### src/rtl/riscv_pkg.sv
// Minimal riscv package: only the DMP-related types used by the domain
// control stage (domain mask, per-entry config, privilege level).
package riscv;

    typedef logic [7:0] dmp_domain_t;

    // Invalid domain: value of unconfigured entries, never a legal switch target.
    localparam dmp_domain_t DOMI = 8'h00;

    typedef struct packed {
        dmp_domain_t domain;
        logic        locked;
    } dmpcfg_t;

    typedef enum logic [1:0] {
        PRIV_LVL_U = 2'b00,
        PRIV_LVL_S = 2'b01,
        PRIV_LVL_M = 2'b11
    } priv_lvl_t;

endpackage

### src/rtl/dmp_domain_ctrl_pkg.sv
// Shared definitions for the DMP domain control stage: FSM states, reset
// value of a config entry and the switch legality rule.
package dmp_ctrl_pkg;

    typedef enum logic [2:0] {
        IDLE   = 3'd0,
        DRAIN  = 3'd1,
        COMMIT = 3'd2,
        ACK    = 3'd3,
        ERR    = 3'd4
    } state_e;

    localparam riscv::dmpcfg_t DMP_RST_ENTRY = '{domain: riscv::DOMI, locked: 1'b0};

    // M-mode may switch to any valid domain; lower privileges may only
    // narrow to a subset of the domains they currently hold.
    function automatic logic is_legal_switch(riscv::priv_lvl_t priv,
                                             riscv::dmp_domain_t cur,
                                             riscv::dmp_domain_t target);
        logic ok;
        ok = (target != riscv::DOMI);
        if (priv != riscv::PRIV_LVL_M) begin
            ok = ok && ((target & ~cur) == '0);
        end
        return ok;
    endfunction

endpackage

### src/rtl/dmp_domain_ctrl_if.sv
// Switch-request and memory-access handshake between the core and the
// DMP domain control stage.
//
// Handshake semantics:
//   sw_req_i is a level held by the master (with sw_target_i stable) until it
//   sees a one-cycle sw_ack_o or sw_err_o; dropping it earlier does not cancel
//   a switch that is already draining. acc_issue_i may only be raised while
//   acc_ready_o is high; acc_retire_i marks completion of one issued access
//   and is never raised with nothing outstanding.
interface dmp_domain_ctrl_if;

    logic               sw_req_i;
    riscv::dmp_domain_t sw_target_i;
    logic               sw_ack_o;
    logic               sw_err_o;
    logic               acc_issue_i;
    logic               acc_retire_i;
    logic               acc_ready_o;

    modport master (
        output sw_req_i, sw_target_i, acc_issue_i, acc_retire_i,
        input  sw_ack_o, sw_err_o, acc_ready_o
    );

    modport slave (
        input  sw_req_i, sw_target_i, acc_issue_i, acc_retire_i,
        output sw_ack_o, sw_err_o, acc_ready_o
    );

endinterface

### src/rtl/dmp_outstanding_cnt.sv
// Up/down counter of in-flight memory accesses with full/empty flags.
// Overflow/underflow attempts are flagged by assertions and leave the count unchanged.
module dmp_outstanding_cnt #(
    parameter int MAX_OUTSTANDING = 4,
    localparam int CNT_W = $clog2(MAX_OUTSTANDING + 1)
) (
    input  logic             clk_i,
    input  logic             rst_i,
    input  logic             inc_i,
    input  logic             dec_i,
    output logic [CNT_W-1:0] cnt_o,
    output logic             full_o,
    output logic             empty_o
);

    logic [CNT_W-1:0] cnt_q, cnt_d;

    assign full_o  = (cnt_q == CNT_W'(MAX_OUTSTANDING));
    assign empty_o = (cnt_q == '0);
    assign cnt_o   = cnt_q;

    // Next count: simultaneous inc/dec cancel; illegal moves hold.
    always_comb begin
        cnt_d = cnt_q;
        if (inc_i && !dec_i && !full_o) begin
            cnt_d = cnt_q + 1'b1;
        end else if (dec_i && !inc_i && !empty_o) begin
            cnt_d = cnt_q - 1'b1;
        end
    end

    // Counter register.
    always_ff @(posedge clk_i) begin
        if (rst_i) begin
            cnt_q <= '0;
        end else begin
            cnt_q <= cnt_d;
        end
    end

    a_no_overflow: assert property (@(posedge clk_i) disable iff (rst_i)
        !(inc_i && !dec_i && full_o));

    a_no_underflow: assert property (@(posedge clk_i) disable iff (rst_i)
        !(dec_i && !inc_i && empty_o));

endmodule

### src/rtl/dmp_domain_ctrl.sv
// DMP domain control stage: owns the DMP config array and the current domain,
// sequences safe domain switches (stall, drain, commit, ack) and applies
// lock-respecting CSR writes.
// Optional feature macro: DMP_SWITCH_TIMEOUT_EN (drain timeout aborts a switch).
module dmp_domain_ctrl import dmp_ctrl_pkg::*; #(
    parameter int                 NR_ENTRIES      = 16,
    parameter int                 MAX_OUTSTANDING = 4,
    parameter riscv::dmp_domain_t RESET_DOM       = '1
`ifdef DMP_SWITCH_TIMEOUT_EN
    ,
    parameter int                 SWITCH_TIMEOUT  = 255
`endif
) (
    input  logic                     clk_i,
    input  logic                     rst_i,
    input  riscv::priv_lvl_t         priv_lvl_i,
    input  logic                     csr_we_i,
    input  logic [3:0]               csr_idx_i,
    input  riscv::dmpcfg_t           csr_wdata_i,
    output riscv::dmpcfg_t [15:0]    dmpconf_o,
    output riscv::dmp_domain_t       curdom_o,
    dmp_domain_ctrl_if.slave         ctrl_if,
    output state_e                   dbg_state_o,
    output logic [$clog2(MAX_OUTSTANDING+1)-1:0] dbg_outstanding_o
);

    state_e                state_q, state_d;
    riscv::dmp_domain_t    curdom_q, curdom_d;
    riscv::dmp_domain_t    target_q, target_d;
    riscv::dmpcfg_t [15:0] dmpconf_q, dmpconf_d;
    logic                  cnt_full, cnt_empty;

`ifdef DMP_SWITCH_TIMEOUT_EN
    localparam int TMR_W = $clog2(SWITCH_TIMEOUT + 1);
    logic [TMR_W-1:0] tmr_q, tmr_d;
`endif

    dmp_outstanding_cnt #(
        .MAX_OUTSTANDING(MAX_OUTSTANDING)
    ) u_cnt (
        .clk_i  (clk_i),
        .rst_i  (rst_i),
        .inc_i  (ctrl_if.acc_issue_i),
        .dec_i  (ctrl_if.acc_retire_i),
        .cnt_o  (dbg_outstanding_o),
        .full_o (cnt_full),
        .empty_o(cnt_empty)
    );

    assign ctrl_if.acc_ready_o = (state_q == IDLE) && !cnt_full;
    assign ctrl_if.sw_ack_o    = (state_q == ACK);
    assign ctrl_if.sw_err_o    = (state_q == ERR);
    assign curdom_o            = curdom_q;
    assign dmpconf_o           = dmpconf_q;
    assign dbg_state_o         = state_q;

    // Switch FSM. The new domain is written on the DRAIN->COMMIT edge so the
    // checker already sees it during COMMIT, one cycle before the ack.
    always_comb begin
        state_d  = state_q;
        curdom_d = curdom_q;
        target_d = target_q;
`ifdef DMP_SWITCH_TIMEOUT_EN
        tmr_d    = tmr_q;
`endif
        case (state_q)
            IDLE: begin
                if (ctrl_if.sw_req_i) begin
                    if (is_legal_switch(priv_lvl_i, curdom_q, ctrl_if.sw_target_i)) begin
                        target_d = ctrl_if.sw_target_i;
                        state_d  = DRAIN;
`ifdef DMP_SWITCH_TIMEOUT_EN
                        tmr_d    = '0;
`endif
                    end else begin
                        state_d = ERR;
                    end
                end
            end
            DRAIN: begin
                if (cnt_empty) begin
                    curdom_d = target_q;
                    state_d  = COMMIT;
                end
`ifdef DMP_SWITCH_TIMEOUT_EN
                else if (tmr_q == TMR_W'(SWITCH_TIMEOUT - 1)) begin
                    state_d = ERR;
                end else begin
                    tmr_d = tmr_q + 1'b1;
                end
`endif
            end
            COMMIT:  state_d = ACK;
            ACK:     state_d = IDLE;
            ERR:     state_d = IDLE;
            default: state_d = IDLE;
        endcase
    end

    // CSR write: only implemented, unlocked entries accept new values.
    always_comb begin
        dmpconf_d = dmpconf_q;
        if (csr_we_i && (int'(csr_idx_i) < NR_ENTRIES) && !dmpconf_q[csr_idx_i].locked) begin
            dmpconf_d[csr_idx_i] = csr_wdata_i;
        end
    end

    // State, domain and config registers; unimplemented entries stay at reset value.
    always_ff @(posedge clk_i) begin
        if (rst_i) begin
            state_q   <= IDLE;
            curdom_q  <= RESET_DOM;
            target_q  <= RESET_DOM;
            dmpconf_q <= {16{DMP_RST_ENTRY}};
`ifdef DMP_SWITCH_TIMEOUT_EN
            tmr_q     <= '0;
`endif
        end else begin
            state_q  <= state_d;
            curdom_q <= curdom_d;
            target_q <= target_d;
            for (int i = 0; i < 16; i++) begin
                if (i < NR_ENTRIES) begin
                    dmpconf_q[i] <= dmpconf_d[i];
                end
            end
`ifdef DMP_SWITCH_TIMEOUT_EN
            tmr_q    <= tmr_d;
`endif
        end
    end

endmodule
### src/flat_wrapper.sv
// flat-port wrapper written by rule: the top's interface ports become plain ports
module dmp_domain_ctrl_flat import dmp_ctrl_pkg::*;
#(
    parameter int                 NR_ENTRIES      = 16,
    parameter int                 MAX_OUTSTANDING = 4,
    parameter riscv::dmp_domain_t RESET_DOM       = '1

)
  (clk_i, rst_i, priv_lvl_i, csr_we_i, csr_idx_i, csr_wdata_i, dmpconf_o, curdom_o, dbg_state_o, dbg_outstanding_o, ctrl_if_sw_req_i, ctrl_if_sw_target_i, ctrl_if_acc_issue_i, ctrl_if_acc_retire_i, ctrl_if_sw_ack_o, ctrl_if_sw_err_o, ctrl_if_acc_ready_o);
  dmp_domain_ctrl_if ctrl_if_i ();
  input  logic clk_i;
  input  logic rst_i;
  input  riscv::priv_lvl_t priv_lvl_i;
  input  logic csr_we_i;
  input  logic [3:0] csr_idx_i;
  input  riscv::dmpcfg_t csr_wdata_i;
  output riscv::dmpcfg_t [15:0] dmpconf_o;
  output riscv::dmp_domain_t curdom_o;
  output state_e dbg_state_o;
  output logic [$clog2(MAX_OUTSTANDING+1)-1:0] dbg_outstanding_o;
  input wire logic [$bits(ctrl_if_i.sw_req_i)-1:0] ctrl_if_sw_req_i;
  input wire logic [$bits(ctrl_if_i.sw_target_i)-1:0] ctrl_if_sw_target_i;
  input wire logic [$bits(ctrl_if_i.acc_issue_i)-1:0] ctrl_if_acc_issue_i;
  input wire logic [$bits(ctrl_if_i.acc_retire_i)-1:0] ctrl_if_acc_retire_i;
  output wire logic [$bits(ctrl_if_i.sw_ack_o)-1:0] ctrl_if_sw_ack_o;
  output wire logic [$bits(ctrl_if_i.sw_err_o)-1:0] ctrl_if_sw_err_o;
  output wire logic [$bits(ctrl_if_i.acc_ready_o)-1:0] ctrl_if_acc_ready_o;
  assign ctrl_if_i.sw_req_i = ctrl_if_sw_req_i;
  assign ctrl_if_i.sw_target_i = ctrl_if_sw_target_i;
  assign ctrl_if_i.acc_issue_i = ctrl_if_acc_issue_i;
  assign ctrl_if_i.acc_retire_i = ctrl_if_acc_retire_i;
  assign ctrl_if_sw_ack_o = ctrl_if_i.sw_ack_o;
  assign ctrl_if_sw_err_o = ctrl_if_i.sw_err_o;
  assign ctrl_if_acc_ready_o = ctrl_if_i.acc_ready_o;
  dmp_domain_ctrl #(.NR_ENTRIES(NR_ENTRIES), .MAX_OUTSTANDING(MAX_OUTSTANDING), .RESET_DOM(RESET_DOM)) u_core (.clk_i(clk_i), .rst_i(rst_i), .priv_lvl_i(priv_lvl_i), .csr_we_i(csr_we_i), .csr_idx_i(csr_idx_i), .csr_wdata_i(csr_wdata_i), .dmpconf_o(dmpconf_o), .curdom_o(curdom_o), .ctrl_if(ctrl_if_i), .dbg_state_o(dbg_state_o), .dbg_outstanding_o(dbg_outstanding_o));
endmodule
### config.mk
export PLATFORM = sky130hd
export DESIGN_NAME = dmp_domain_ctrl_flat
export DESIGN_NICKNAME = d
export VERILOG_FILES = /design/src/rtl/riscv_pkg.sv /design/src/rtl/dmp_domain_ctrl_pkg.sv /design/src/rtl/dmp_domain_ctrl_if.sv /design/src/rtl/dmp_outstanding_cnt.sv /design/src/rtl/dmp_domain_ctrl.sv /design/src/flat_wrapper.sv
export SDC_FILE = /design/constraint.sdc
export NUM_CORES = 1
export LEC_CHECK = 0
export CAP_MARGIN = 20
export CORE_ASPECT_RATIO = 0.5
export CORE_MARGIN = 1
export CORE_UTILIZATION = 35
export CTS_BUF_LIST = sky130_fd_sc_hd__clkbuf_4 sky130_fd_sc_hd__clkbuf_8 sky130_fd_sc_hd__clkbuf_16
export DETAILED_ROUTE_END_ITERATION = 6
export GPL_ROUTABILITY_DRIVEN = 0
export PLACE_DENSITY = 0.69
export SYNTH_ARGS = -nofsm -noshare
export SYNTH_HDL_FRONTEND = slang
export SYNTH_SLANG_ARGS = --single-unit
### constraint.sdc
create_clock -name clk_i -period 1.75 [get_ports clk_i]
set_clock_uncertainty 0.05 [all_clocks]
set_input_delay 0.2625 -clock clk_i [delete_from_list [all_inputs] [get_ports clk_i]]
set_output_delay 0.2625 -clock clk_i [all_outputs]
set_load 0.01 [all_outputs]
# After elaboration in Yosys (flattened, before gate mapping)

Index checks and enable logic that the tools add are counted.

Memories: 0
Input port bits: 29
Logic and storage cells: 85
Output and inout bits: 161
Latch bits: 0
Bits in writable memories: 0
Register bits: 166
Bits in read-only memories: 0

Add/subtract/negate cells: 2
$lt $le $gt $ge: 2
Reduce and logical (&&, ||, !) cells: 21
Shift operators: 0
Equal/unequal tests: 8
$mul: 0
Muxes and demuxes: 14
Bitwise logic cells: 2
Div/mod/pow operators: 0

Operators with widths:

| operator                                                                      | number |
|---|---|
| 144-bit bitwise mux                                                           | 1 |
| 9-bit binary-select mux with 4-bit select                                     | 1 |
| 9-bit demux with 4-bit select                                                 | 1 |
| 3-bit two-way mux                                                             | 5 |
| 9-bit two-way mux                                                             | 1 |
| 3-bit case mux with 3 select lines                                            | 1 |
| 8-bit bitwise AND                                                             | 1 |
| 1-bit logical AND                                                             | 8 |
| 8-bit zero test                                                               | 1 |
| 8-bit inverter                                                                | 1 |
| 8-bit nonzero test                                                            | 1 |
| 3-bit by 2-bit == test with 1-bit output (second input constant)              | 2 |
| 3-bit == test (second input constant)                                         | 2 |
| 3-bit zero test                                                               | 2 |
| 2-bit inequality test (second input constant)                                 | 3 |
| 1-bit zero test                                                               | 5 |
| 4-bit by 5-bit less-than comparator with 1-bit output (second input constant) | 1 |
| 4-bit by 1-bit >= comparator with 1-bit output (second input constant)        | 1 |
| 1-bit two-way mux                                                             | 4 |
| 2-bit AND reduction                                                           | 2 |
| 3-bit by 1-bit adder with 3-bit output (second input constant)                | 1 |
| 3-bit by 1-bit == test with 1-bit output (second input constant)              | 1 |
| 3-bit AND reduction                                                           | 1 |
| 3-bit by 1-bit subtractor with 3-bit output (second input constant)           | 1 |
| 2-bit nonzero test                                                            | 1 |

# Logic depth before layout (Yosys ltp)

Gate-level depths: netlist of the first run.

Depth after elaboration: 10
Gate-level depth with buffers: 9
Depth with buffers taken out: 9

# Cells and area by module

From an unflattened synthesis of the first run, not the netlist that was laid out.

Cell total of the unflattened synthesis: 721
Area, all modules: 6204.7 µm²

Modules (own cells, without submodules):

| module              | cells each | seq. area each (µm²) | area each (µm²) | times used |
|---|---|---|---|---|
| dmp_domain_ctrl     | 698        | 3263.1               | 5985.7          | 1 |
| dmp_outstanding_cnt | 23         | 60.1                 | 219.0           | 1 |

# Least setup slack after synthesis of the first run

Ideal clock, no wire load.

Path kind: register to register
Start: register u_core.u_cnt.cnt_q[0] (netlist: u_core.u_cnt.cnt_o[0])
End: register u_core.u_cnt.cnt_q[2] (netlist: u_core.u_cnt.cnt_o[2])
Buffers on the path: 0
Clock period less this slack: 1.999 ns
Slack: -0.249 ns
Stages on the path, launching flop included: 10
Arrival: 1.884 ns
Required time: 1.635 ns
Library setup time: 0.065 ns
Cells stage by stage: dfxtp_1 nor2_1 nand2_1 nand2_1 fa_1 or3b_2 a2bb2oi_1 nor2_1 a31oi_1 nor2_1

Word-level cells in the longest chain between the ends: 4
Elaborated cells between the ends (all ways): 11
Classes of those cells: add/sub: 2; eq/ne: 1; mux: 2; reduce/logical: 6

Ends and longest elaborated chain:

| element                                                                                             | RTL line                  | source |
|---|---|---|
| from (decl)                                                                                         | dmp_outstanding_cnt.sv:16 | `logic [CNT_W-1:0] cnt_q, cnt_d;` |
| from (signal assigned)                                                                              | dmp_outstanding_cnt.sv:37 | `cnt_q <= cnt_d;` |
| parallel branches: the longest is 4 deep, another holds 3-bit by 1-bit subtractor with 3-bit output | n/a                       |  |

Parallel ways; which one is timed is not known. The select of a mux whose other input is x is not followed.
A chain may end at the register's enable or synchronous reset.

# Worst setup path in the final report of the first run

Start: input ctrl_if_acc_issue_i
End: register u_core.u_cnt.cnt_q[2] (netlist: u_core.u_cnt.cnt_o[2])

Word-level cells in the longest chain between the ends: 4
Elaborated cells between the ends (all ways): 7
Classes of those cells: mux: 1; reduce/logical: 6

Ends and longest elaborated chain:

| element                         | RTL line                  | source |
|---|---|---|
| from (decl)                     | flat_wrapper.sv:23        | `input wire logic [$bits(ctrl_if_i.acc_issue_i)-1:0] ctrl_if_acc_issue_i;` |
| 1-bit zero test                 | dmp_outstanding_cnt.sv:27 | `end else if (dec_i && !inc_i && !empty_o) begin` |
| 1-bit logical AND (2 in series) | dmp_outstanding_cnt.sv:27 |  |
| 2-bit nonzero test (no line)    | n/a                       |  |

Parallel ways exist; a longest one is shown, timed or not.

==> run summary, run 1 <==
The clock latency at the later pin of the worst-skew pair is 0.42 ns. The flow ran to the end, and the final reports show no timing, DRC or antenna violations. The wire length per cell after detailed routing is 15.9 um. The average size of a mapped cell came out at 8.49 um2. The power per unit of standard cell area came out at 1030 mW/mm2.

Setup repair after global routing could not meet its margin everywhere. Counting both buffers and inverters, the worst setup path holds a total of 1. The post-synthesis net count came out at 754.

The total overflow left after global routing is 0. The number of antenna violations at the first check in global routing is 0. The post-route non-filler standard cell count is 1183. The count of flip-flops with a built-in enable after synthesis is 0.

Dividing the final minimum period by the clock period gives 0.995. The worst hold path terminates at u_core.target_q[7]. The post-route minimum period came out at 1.74 ns.

The capture instance of the worst register-to-register path is u_core.u_cnt.cnt_o[2]. The flop and latch count out of synthesis came out at 166. The top cell types in the final layout, fill and taps aside, are 195 x sky130_fd_sc_hd__nand2_1, 173 x sky130_fd_sc_hd__clkdlybuf4s50_1, 161 x sky130_fd_sc_hd__dfxtp_1.

The worst path meets setup with 0.00817 ns of slack. The cell total after placement came out at 1148. The worst pin sits at a relative slew slack of 0.706. The routed wire length came out at 18.8 mm.

The number of vias in the routed layout is 5651. The total number of clock tree sinks came out at 166. The horizontal die dimension is 189 um. The placeable core region is 0.0168 mm2. Clock-pin slew was measured on the worst setup and hold paths at 0.07 ns. The first global-routing pass estimated 28.9 mm of wire. Leaving out fill and tap cells, the most frequent cell in the layout is sky130_fd_sc_hd__nand2_1. The initial core utilization is 0.367. Once detail routing completed, the nets flagged for antenna violations numbered 0. The maximum number of pins on one net before global-route repair came out at 48. The area used by sequential logic in the layout is 0.00333 mm2. The fraction of registers with async set or reset after synthesis is 0.

The pre-antenna-repair detailed-routing pass consisted of 5 iterations. The most critical setup path has its startpoint at ctrl_if_acc_issue_i. Summed over all nets, the half-perimeter wirelength after detailed placement is 12.9 mm.

In this run the static leakage power is 3.36 nW. In the synthesized netlist the dominant register cell turns out to be sky130_fd_sc_hd__dfxtp_1. The number of diodes added for antenna fixing came out at 0.

The kind of cell with the highest combined delay along the critical path is simple AND/OR/NAND/NOR gates. The fmax is 574 MHz. The post-route core utilization came out at 0.556. The layout cell share with drive strength beyond 1 is 0.142.

IR analysis of the VDD net gives a maximum drop of 737 uV. The biggest fanout along the worst timing path is 2. For this run, design rule violations remaining after detail routing come to 0.

The arrival time reported for the critical path endpoint came out at 2.04 ns. The number of global-route vias before repair is 5453. The total routing usage reported by global routing is 0.207. The die outline area came out at 0.0181 mm2. The type of the worst min-delay path is in2reg.

In the final layout, the multi-input gates occupy 0.00261 mm2. The max-capacitance violation count came out at 0. The number of failing hold endpoints at the final stage is 0. The signal on the critical path passes through clkdlybuf4s50_1 > nor2b_2 > nand2_1 > fa_2 > or3b_4 > a2bb2oi_1 > nor2_1 > a31oi_1 > nor2_1. The slack of the worst reg-to-reg path is 0.008 ns. The fill cell instance count of the final layout came out at 1526. The H-tree was split into 4 levels. The cell count after synthesis came out at 724. The required time of the critical path came out at 2.05 ns. After layout, the design draws a total of 9.60 mW. Counting cells, the worst reg-to-reg path comes to 7. The final-layout setup total negative slack is 0 ns. The largest individual stage delay along the critical path comes from the cell sky130_fd_sc_hd__clkdlybuf4s50_1.

The worst setup path is launched from a primary input. The synthesis-to-layout area growth is 51.6%. The mean number of vias per cell came out at 4.78.

The hold path depth is 2. The number of primary I/O pins came out at 190. The clock passes through at most 2 buffers.

The TritonCTS buffer count is 17. The stage delay of the slowest cell on the critical path came out at 0.47 ns. The row count came out at 33. The slew at the pin closest to its max-slew limit came out at 0.441 ns. In this run, post-CTS hold repair placed 0 buffers. The buffer type at the clock tree root is sky130_fd_sc_hd__clkbuf_16. In this run, distinct cell masters in the synthesized netlist total 42. The floorplan die height came out at 95.7 um. The count of pins over their slew limit came to 0. The kind of end point of the critical path is a flop. TritonCTS built the clock tree. The logic depth of the worst path, buffers included came out at 9. For this run, the register share of the synthesized area comes to 0.540. The worst register-to-register path begins at u_core.u_cnt.cnt_o[0].

The number of design-rule violations left by the first detailed-router iteration is 266. Among the stages of the critical path, the cell type that occurs most often is sky130_fd_sc_hd__nor2_1. For this run, the number of Yosys warnings is 0. The category of the critical setup timing path is in2reg. OpenSTA, run right after detailed placement, puts the worst setup slack at -0.487 ns. The startpoint identified for the worst hold timing path is ctrl_if_sw_target_i[7]. Setup violations remaining at the end of the flow were counted as 0. The netlist area before placement came out at 0.00615 mm2. After the last flow step, the layout net total stands at 973. The number of input and output port buffers inserted came out at 189.
==> timing repair <==
item,4_1_cts,5_1_grt
endpoints found under the hold margin,0,0
setup buffers,1,1
gates resized for setup,20,18
gates cloned,0,1
pin swaps,2,0
endpoints found under the setup margin,25,30
==> how the worst max path moves through the flow <==
stage | end
after floorplan | u_core.u_cnt.cnt_o[2]
after global placement | u_core.u_cnt.cnt_o[2]
after detailed placement | u_core.u_cnt.cnt_o[2]
after CTS | u_core.u_cnt.cnt_o[2]
after global routing | u_core.u_cnt.cnt_o[2]
final | u_core.u_cnt.cnt_o[2]
==> worst register-to-register path, delay by kind of cell (launching register included) <==
| kind | cells | cell delay, ns |
|---|---|---|
| buf+inv | 1 | 0.15 |
| simple gates | 3 | 0.56 |
| flops | 1 | 0.35 |
| compound gates | 2 | 0.18 |
| fa+ha+maj | 1 | 0.39 |
==> cells in the mapped netlist (all sizes together) (2+ instances only) <==
library cell	count	area share
nand2	199	0.12
dfxtp	166	0.54
a21oi	114	0.098
nor2	61	0.038
clkbuf	36	0.022
mux2i	32	0.052
inv	16	0.0098
buf	12	0.011
nor2b	9	0.0092
nor3	9	0.0073
a211o	8	0.011
a21boi	8	0.0098
a311o	8	0.013
or3	8	0.0081
nand2b	5	0.0051
clkinv	4	0.0045
o22ai	4	0.0041
or4	4	0.0049
nand3b	3	0.0037
nor4	3	0.0031
a31oi	2	0.0020
or3b	2	0.0028
==> state kept, by name (all words and copies together) (netlist names) <==
register / flops
u_core.dmpconf_o: 144
u_core.dbg_state_o: 3
u_core.curdom_o: 8
u_core.target_q: 8
u_core.u_cnt.cnt_o: 3
==> final cells by class <==
class	instances	share of cell area
inverters	20	0.00939
clock inverters	13	0.0134
repair buffers	248	0.261
well taps	227	0.0305
multi-input cells	490	0.280
flip-flops and latches	166	0.358
clock buffers	19	0.0479
==> logic make-up after synthesis <==
family | count (synthesis) | share of synthesized area
compound gates | 148 | 0.146
xor+xnor | 2 | 0.00285
fa+ha+maj | 1 | 0.00326
buf+inv | 68 | 0.0468
flops | 166 | 0.540
mux | 32 | 0.0521
simple gates | 307 | 0.209
==> per-layer routing <==
| metal | part of all wire | GRT usage |
|---|---|---|
| met5 | 0 | 0 |
| met3 | 0.054 | 0.0368 |
| met2 | 0.49 | 0.362 |
| met1 | 0.44 | 0.256 |
| met4 | 0.014 | 0.0887 |
==> metrics by stage <==
step | cell area [um2] | hold slack, ns
after floorplan | 6160 | 0.329
after global routing | 9320 | 0.174
after global placement | 8670 | 0.388
final | 9320 | 0.165
after detailed placement | 8670 | 0.390
after CTS | 9260 | 0.214
==> report_power, final <==
part	leakage (nW)	total (mW)	switching (mW)	internal (mW)
combinational	1.75	1.85	0.896	0.950
sequential	1.34	4.16	0.144	4.01
clock	0.266	3.59	1.56	2.03
total	3.36	9.60	2.60	6.99
Power figures use the tool's default switching activity.
==> run 2: changes to the inputs <==
- CAP_MARGIN: 20 -> 15
- PLACE_DENSITY: 0.69 -> 0.65
==> run 2 against run 1 <==
Against the previous run: sequential power is essentially flat; highest routed layer unchanged; largest power group unchanged; clock power grew 14%; die area is the same.
==> run summary, run 2 (synthesized netlist as in run 1, its figures left out) <==
The static leakage is 3.41 nW. The iteration count of the initial detailed-routing pass is 5. Detailed placement finished with a half-perimeter wire length of 12.9 mm. The wire length per cell after detailed routing is 16.2 um. The worst hold path belongs to the class in2reg. Data on the critical path arrives at its endpoint at 2.02 ns. The horizontal die dimension came out at 189 um. In this run, CTS created clock tree buffers numbering 17. The cell family contributing the most delay on the critical path is simple AND/OR/NAND/NOR gates. STA puts the critical path data required time at 2.06 ns. Setup repair after global routing could not meet its margin everywhere. The total overflow left after global routing is 0. The detail route stage leaves a number of antenna-violating nets equal to 0.

The number of failing hold endpoints at the final stage came out at 0. The slowest stage of the critical path belongs to the cell sky130_fd_sc_hd__or3b_4. The net switching component of the power came out at 2.56 mW. The post-layout net count came out at 972. In this run the tightest slew margin relative to its limit is 0.624.

The setup slack after placement came out at -0.526 ns. The fmax came out at 585 MHz. The depth of the CTS H-tree is 4. The worst setup slack after layout came out at 0.0416 ns. The die outline area came out at 0.0181 mm2. In the final timing run, aggregate negative setup slack is 0 ns. Entering global routing, the biggest net connects 45 pins. Counting the fill cells in the layout gives 1500. The clock network fraction of design power came out at 0.406. Summing all multi-input logic gate instances after layout gives 0.00260 mm2. The part of the power in registers is 0.410. The number of primary I/O pins came out at 190. The met2 track utilization from global routing came out at 0.363.

The row count came out at 33. The synthesis-to-layout area growth is 52.8%. At the later pin of the worst-skew pair, clock insertion delay measures 0.42 ns. The final routed DRC violation total is 0. The number of vias in the routed layout came out at 5688. met2 is the most crowded layer. The met1 capacity usage during global routing is 0.264. The number of input and output port buffers inserted came out at 189. The initial core utilization came out at 0.367. The total number of clock tree sinks came out at 166. Across the VDD grid, the largest voltage drop is 769 uV. The sequential cells in the finished layout cover a total of 0.00333 mm2. The number of diodes added for antenna fixing came out at 0. The clock passes through at most 2 buffers.

The global routing met3 resource utilization is 0.0445. Leaving out fill and tap cells, the most frequent cell in the layout is sky130_fd_sc_hd__nand2_1. The placeable core region came out at 0.0168 mm2. Of the total power, the share spent switching nets is 0.253.

The register with the most flip-flops in the layout has 144 of them. The power per unit of standard cell area came out at 1080 mW/mm2. The routed wire length is 19.1 mm.

The number of design-rule violations left by the first detailed-router iteration is 283. Internal power comes to 7.57 mW. The run finished with clean final reports. The critical path buffer and inverter count came out at 0. The post-route minimum period is 1.71 ns. Clock tree synthesis selected as its root buffer the cell sky130_fd_sc_hd__clkbuf_16. In this design, the stage delay of the slowest critical-path cell is 0.39 ns. The top cell types in the final layout, fill and taps aside, are 194 x sky130_fd_sc_hd__nand2_1, 171 x sky130_fd_sc_hd__clkdlybuf4s50_1, 163 x sky130_fd_sc_hd__dfxtp_1. The number of global-route vias before repair is 5352. The final critical-path share of the clock period is 0.976. The mean number of vias per cell came out at 4.82. The floorplan die height came out at 95.7 um. The count of pins over their slew limit came out at 0.

TritonCTS built the clock tree. The max-capacitance violation count came out at 0. The number of antenna violations at the first check in global routing came out at 0.

The final number of setup-violating endpoints is 0. The element type at the critical path start is a flop. The category of the critical setup timing path is reg2reg.

In this run the worst path has a maximum fanout of 2. The number of buffers inserted for hold repair after clock tree synthesis came out at 0. The global-route wire length before repair is 28.9 mm.

The combinational cell fraction of total power came out at 0.184. For the pin with the worst max-slew slack, the measured transition is 0.564 ns. STA classifies the critical path endpoint as a flop. Clock-pin slew was measured on the worst setup and hold paths at 0.07 ns.

Traced cell by cell, the critical path runs through nor2_4 > nand2_2 > nand2_2 > fa_2 > or3b_4 > a2bb2oi_2 > nor2_1 > a31oi_1 > nor2_1. The layout cell share with drive strength beyond 1 came out at 0.139. The sum of internal, switching and leakage power is 10.1 mW. The total routing usage reported by global routing is 0.208.
==> run 2: power by group through the flow <==
stage	clock network (mW)	registers, mW	logic (mW)
floorplan	0	4.30	0.858
global placement	0	4.22	1.82
detailed placement	0	4.22	1.86
CTS	4.21	4.14	1.82
global route	4.38	4.18	2.02
finish	4.11	4.16	1.87
==> run 2: layout make-up <==
cell class	instances	share of cell area
Clock inverter	11	0.0213
Inverter	20	0.00985
Sequential cell	166	0.355
Multi-Input combinational cell	490	0.277
Tap cell	227	0.0302
Clock buffer	19	0.0475
Timing Repair Buffer	247	0.259
==> run 2: worst paths after layout <==
path                           from  cells after the start  slack (ns)               endpoint
max           u_core.u_cnt.cnt_o[0]                      9        0.04  u_core.u_cnt.cnt_o[2]
min          ctrl_if_sw_target_i[3]                      2        0.15     u_core.target_q[3]
max reg2reg   u_core.u_cnt.cnt_o[0]                      9        0.04  u_core.u_cnt.cnt_o[2]
min reg2reg      u_core.target_q[1]                      1        0.40     u_core.curdom_o[1]
==> run 2: routing by layer <==
layer  routed length (um)  up-vias  part of all wire
li1                     -     2840                 -
met1                 8620     2727              0.45
met2                 9540      107              0.50
met3                  800       14             0.042
met4                  172        0            0.0090
met5                    0        -                 0
==> run 2: timing repair <==
item,in CTS,in global routing
pin swaps,0,5
setup endpoints to repair,17,50
resized for setup,14,30
endpoints found under the hold margin,0,0
setup buffers,0,2
cloned,0,1
==> run 2: through the flow <==
step	util	area [um2]	cells	hold WS, ns
6_report	0.560	9400	1180	0.148
5_1_grt	0.560	9400	1180	0.168
4_1_cts	0.555	9300	1177	0.248
3_5_place_dp	0.516	8650	1147	0.393
3_3_place_gp	0.516	8650	1147	0.385
2_1_floorplan	-	6160	724	0.329
